--- src/rtl/mul_div_unit.sv ---
// Iterative RV32M multiply/divide unit: shift-add multiplier and restoring divider
// sharing one 2*XLEN working register, fixed XLEN-cycle latency, single-cycle writeback.
module mul_div_unit #(
  parameter int XLEN = 32
) (
  input  logic            clock,
  input  logic            reset_n,
  input  logic            start,
  input  logic [2:0]      funct3,
  input  logic [XLEN-1:0] operand_a,
  input  logic [XLEN-1:0] operand_b,
  input  logic [4:0]      rd_in,
  output logic            busy,
  output logic            done,
  output logic            wb_en,
  output logic [4:0]      wb_select,
  output logic [XLEN-1:0] wb_data
);

  localparam int CW = (XLEN > 1) ? $clog2(XLEN) : 1;

  typedef enum logic [1:0] {IDLE, RUN, DONE} state_t;

  typedef struct packed {
    logic [2:0]      op;
    logic [4:0]      rd;
    logic [XLEN-1:0] a;       // raw dividend, returned by REM on divide-by-zero
    logic            b_zero;
    logic            neg_res;
  } req_t;

  state_t            state;
  req_t              req;
  logic [CW-1:0]     counter;
  logic [2*XLEN-1:0] acc;
  logic [XLEN-1:0]   b_mag;

  // Operand decode at accept time
  logic            is_div, a_signed, b_signed, neg_a_in, neg_b_in, neg_res_in;
  logic [XLEN-1:0] mag_a, mag_b;

  always_comb begin
    is_div     = funct3[2];
    a_signed   = is_div ? ~funct3[0] : (funct3 == 3'b001 || funct3 == 3'b010);
    b_signed   = is_div ? ~funct3[0] : (funct3 == 3'b001);
    neg_a_in   = a_signed & operand_a[XLEN-1];
    neg_b_in   = b_signed & operand_b[XLEN-1];
    mag_a      = neg_a_in ? -operand_a : operand_a;
    mag_b      = neg_b_in ? -operand_b : operand_b;
    // Remainder sign follows the dividend; everything else is the product of signs
    neg_res_in = (is_div && funct3[1]) ? neg_a_in : (neg_a_in ^ neg_b_in);
  end

  // One iteration of the shared datapath
  logic [XLEN:0]     mul_sum, rem_sh, diff;
  logic [2*XLEN-1:0] acc_nxt;

  always_comb begin
    mul_sum = {1'b0, acc[2*XLEN-1:XLEN]} + (acc[0] ? {1'b0, b_mag} : {(XLEN+1){1'b0}});
    rem_sh  = acc[2*XLEN-1:XLEN-1];
    diff    = rem_sh - {1'b0, b_mag};
    if (req.op[2]) begin
      if (diff[XLEN]) acc_nxt = {rem_sh[XLEN-1:0], acc[XLEN-2:0], 1'b0};
      else            acc_nxt = {diff[XLEN-1:0],   acc[XLEN-2:0], 1'b1};
    end else begin
      acc_nxt = {mul_sum, acc[XLEN-1:1]};
    end
  end

  // Sign fix-up and result select on the final iteration's value
  logic [2*XLEN-1:0] prod_s;
  logic [XLEN-1:0]   quo, rem, result;

  always_comb begin
    prod_s = req.neg_res ? -acc_nxt : acc_nxt;
    quo    = req.neg_res ? -acc_nxt[XLEN-1:0] : acc_nxt[XLEN-1:0];
    rem    = req.neg_res ? -acc_nxt[2*XLEN-1:XLEN] : acc_nxt[2*XLEN-1:XLEN];
    unique case (req.op)
      3'b000:                 result = prod_s[XLEN-1:0];
      3'b001, 3'b010, 3'b011: result = prod_s[2*XLEN-1:XLEN];
      3'b100, 3'b101:         result = req.b_zero ? {XLEN{1'b1}} : quo;
      default:                result = req.b_zero ? req.a : rem;
    endcase
  end

  always_ff @(posedge clock or negedge reset_n) begin
    if (!reset_n) begin
      state     <= IDLE;
      counter   <= '0;
      busy      <= 1'b0;
      done      <= 1'b0;
      wb_en     <= 1'b0;
      wb_select <= '0;
      wb_data   <= '0;
      acc       <= '0;
      b_mag     <= '0;
      req       <= '0;
    end else begin
      unique case (state)
        IDLE: begin
          if (start) begin
            req.op      <= funct3;
            req.rd      <= rd_in;
            req.a       <= operand_a;
            req.b_zero  <= (operand_b == '0);
            req.neg_res <= neg_res_in;
            // Low half holds multiplier or dividend; high half is the partial sum/remainder
            acc         <= {{XLEN{1'b0}}, mag_a};
            b_mag       <= mag_b;
            counter     <= '0;
            busy        <= 1'b1;
            state       <= RUN;
          end
        end
        RUN: begin
          acc     <= acc_nxt;
          counter <= counter + CW'(1);
          if (counter == CW'(XLEN-1)) begin
            state     <= DONE;
            done      <= 1'b1;
            wb_en     <= (req.rd != 5'd0);
            wb_select <= req.rd;
            wb_data   <= result;
          end
        end
        DONE: begin
          state <= IDLE;
          busy  <= 1'b0;
          done  <= 1'b0;
          wb_en <= 1'b0;
        end
        default: state <= IDLE;
      endcase
    end
  end

endmodule

--- config.mk ---
export PLATFORM = sky130hd
export DESIGN_NAME = mul_div_unit
export DESIGN_NICKNAME = d
export VERILOG_FILES = /design/src/rtl/mul_div_unit.sv
export SDC_FILE = /design/constraint.sdc
export NUM_CORES = 1
export LEC_CHECK = 0
export BUFFER_PORTS_ARGS = -buffer_cell sky130_fd_sc_hd__buf_2
export CORE_ASPECT_RATIO = 1.1
export CORE_MARGIN = 2
export CORE_UTILIZATION = 50
export CTS_BUF_LIST = sky130_fd_sc_hd__clkbuf_2 sky130_fd_sc_hd__clkbuf_4 sky130_fd_sc_hd__clkbuf_8
export CTS_CLUSTER_DIAMETER = 150
export DETAILED_ROUTE_END_ITERATION = 6
export GPL_TIMING_DRIVEN = 0
export PLACE_DENSITY = 0.65
export REMOVE_ABC_BUFFERS = 1
export SLEW_MARGIN = 20
export SYNTH_ARGS = -nofsm -noshare
export SYNTH_HDL_FRONTEND = slang
export SYNTH_SLANG_ARGS = --single-unit
export TNS_END_PERCENT = 10
--- constraint.sdc ---
create_clock -name clock -period 12.05 [get_ports clock]
set_input_delay 0.6025 -clock clock [delete_from_list [all_inputs] [get_ports clock]]
set_output_delay 0.6025 -clock clock [all_outputs]
set_load 0.03 [all_outputs]
==> results.py <==
metrics = {
    "final_layout": {
        "drive_gt1_frac": 0.104,
        "seq_area_um2": 4640,
        "diodes": 0,
        "final_cell_area_um2": 18200,
        "multiInputGateArea_um2": 11600,
        "area_delta_synth_final_pct": 7.42,
        "final_nets": 2378,
        "final.fill_count": 3260,
    },
    "clocking": {
        "clockBufferDepth": 2,
        "cts_tree": "built",
        "h-tree-depth": 4,
        "cts_setup_buffers": 0,
        "clock_latency_ns": 0.53,
        "hold_buffers": 0,
        "cts_resized": 0,
        "cts_made_buffers": 17,
        "cts-root-buf": "clkbuf_8",
        "clock_sinks": 185,
        "clk_pin_slew_ns": 0.11,
    },
    "route": {
        "drc": 0,
        "ant_nets": 0,
        "routedWlPerCell_um": 21.7,
        "vias": 16921,
        "vias_per_cell": 6.32,
        "drtIter0Drc": 1411,
        "drt_first_pass_iters": 6,
        "totalWireLength_um": 58100,
    },
    "synth": {
        "synth-seq-area-share": 0.273,
        "async_flop_share": 1.00,
        "syn-mean-instance-area_um2": 7.65,
        "synth_common_cells": "408 x nand2_1, 197 x o21ai_0, 185 x dfrtp_1",
        "yosysWarnings": 0,
        "postSynthCellCount": 2219,
        "synth_cell_types": 97,
        "ys_ff_latch": 185,
        "synth_edf_count": 0,
        "synth_top_flop_cell": "dfrtp_1",
        "yosysTopAreaCellShare": 0.273,
        "yosysMostFrequentCell": "nand2_1",
        "synthesis.area_um2": 17000,
        "synthTopCellsByArea": "dfrtp_1 27%, nand2_1 9.0%, o21ai_0 5.8%, ha_1 5.2%, xnor2_1 4.7%",
        "yosys.area.top_type": "dfrtp_1",
    },
    "grt": {
        "grt_pass1_wl_um": 91900,
        "first_global_vias": 16413,
        "grt_max_degree": 77,
        "track_usage": 0.328,
        "antenna_found_initial": 0,
        "overflow": 0,
    },
    "floorplanning": {
        "fp-row-count": 70,
        "start_util": 0.509,
        "pin_count": 115,
        "dieArea_um2": 35400,
        "core_um2": 33400,
        "die_y_um": 197,
        "die_w_um": 180,
    },
    "sta": {
        "fin_crit_sh": 0.573,
        "setup_viol": 0,
        "skew_ns": 0.0142,
        "hold_viol": 0,
        "max_freq_mhz": 145,
        "fin_crit_ns": 6.90,
        "finalHoldWorstSlack_ns": 0.0311,
        "slew_violations": 0,
        "fin_setup_tns_ns": 0,
        "fin_ws_ns": 5.15,
        "rsz0062_at_grt": "no",
        "slew_headroom": 0.229,
        "worstMarginPinSlew_ns": 1.14,
    },
    "setup_path": {
        "required_ns": 12.45,
        "arrival_ns": 7.30,
        "slowest_stage": "a2111oi_0",
        "crit_type": "flop to flop",
        "startpoint_type": "flop",
        "path_cells": "inv_1, ha_1, fa_1, nand2b_1, a21o_1, a211o_1, a21bo_2, a21oi_4, nor2_2, a21oi_1, ha_1, nand3_1, or3_1, or3_1, nor2_1, nand4_2, a21oi_1, a221oi_1, a2111oi_0, nor2_1",
        "cpPeakStageDelay_ns": 0.66,
        "cp_max_fo": 14,
        "crit_path_end_kind": "flop",
    },
    "placement": {
        "pre_cts_ws_ns": 5.30,
        "dp_hpwl_um": 44700,
        "post_dp_cell_area_um2": 17900,
        "portBuffers": 114,
        "routabilityCongestion": 0.932,
    },
    "hold_path": {
        "hold_path_class": "primary input to asynchronous set/reset pin",
    },
    "run_status": {
        "status": "completed",
    },
    "run": {
        "max_cap_violations": 0,
    },
}
state kept, by name, summed over array words and instances, names as in the netlist:
| signal | count |
|---|---|
| acc | 64 |
| req | 42 |
| b_mag | 32 |
| wb_data | 32 |
| counter | 5 |
| wb_select | 5 |
| state | 2 |
| busy | 1 |
| done | 1 |
| wb_en | 1 |
cell type report:
type | instances | area share
tap | 432 | 0.0296
multi-input combinational | 1833 | 0.635
clock buffer | 19 | 0.0140
timing repair buffer | 126 | 0.0463
inverter | 68 | 0.0140
clock inverter | 13 | 0.00624
sequential | 185 | 0.254
metal layers:
layer	vias to the layer above	global-route usage	share of wire
met4	0	0.134	0.039
met3	110	0.0431	0.056
met2	560	0.557	0.48
li1	8073	-	-
met1	8178	0.422	0.42
met5	-	0	0
placed cells by master (no fill, tap or decap), drive strengths merged, types with 9 or more instances in the layout:
cell | netlist | layout
o221ai | 33 | 33
a21oi | 156 | 156
a211oi | 27 | 27
nor3 | 29 | 29
xor2 | 91 | 91
o21a | 17 | 17
inv | 68 | 73
o31ai | 28 | 28
nor4 | 14 | 14
o211ai | 30 | 30
a21o | 19 | 19
o21ai | 210 | 210
buf | 38 | 126
a41oi | 10 | 10
nand2 | 408 | 408
or2 | 12 | 12
nand3 | 68 | 68
a31oi | 24 | 24
or3 | 27 | 27
and2 | 45 | 45
and3 | 21 | 21
mux2i | 41 | 41
or4 | 9 | 9
ha | 70 | 70
and4 | 11 | 11
clkbuf | 95 | 19
nand2b | 16 | 16
o41ai | 18 | 18
a221oi | 17 | 17
nand4 | 32 | 32
nor2 | 131 | 131
xnor2 | 92 | 92
dfrtp | 185 | 185
kinds of logic (layout without fill, tap and decap cells):
| logic type | after synthesis | count (layout) | synth area share |
|---|---|---|---|
| xor+xnor | 183 | 183 | 0.0944 |
| buf+inv | 201 | 226 | 0.0483 |
| mux | 48 | 48 | 0.0288 |
| flops | 185 | 185 | 0.273 |
| compound gates | 688 | 688 | 0.271 |
| simple gates | 842 | 842 | 0.231 |
| fa+ha+maj | 72 | 72 | 0.0540 |
final timing paths:
check	start	to	slack [ns]	cells after the start
min in group clock	rd_in[0]	req[34]	0.25	3
hold / removal	reset_n	b_mag[8]	0.03	1
hold reg to reg	wb_select[4]	wb_select[4]	0.48	2
setup reg to reg	acc[31]	wb_data[20]	5.15	20
max in group asynchronous	reset_n	req[0]	10.93	3
setup / recovery	acc[31]	wb_data[20]	5.15	20
stage by stage:
stage,cells,util
after CTS,2676,0.546
final,2676,0.546
after floorplan,2086,-
after global placement,2632,0.525
after detailed placement,2644,0.535
after global routing,2676,0.546
critical path, delay by kind of cell (launching register included):
family	cells	cell delay, ns
compound gates	8	2.80
simple gates	8	2.40
fa+ha+maj	3	0.96
flops	1	0.43
buf+inv	1	0.17
Power is not shown: default switching activity piles up to over one toggle a cycle in this logic, so the estimate is an artifact.
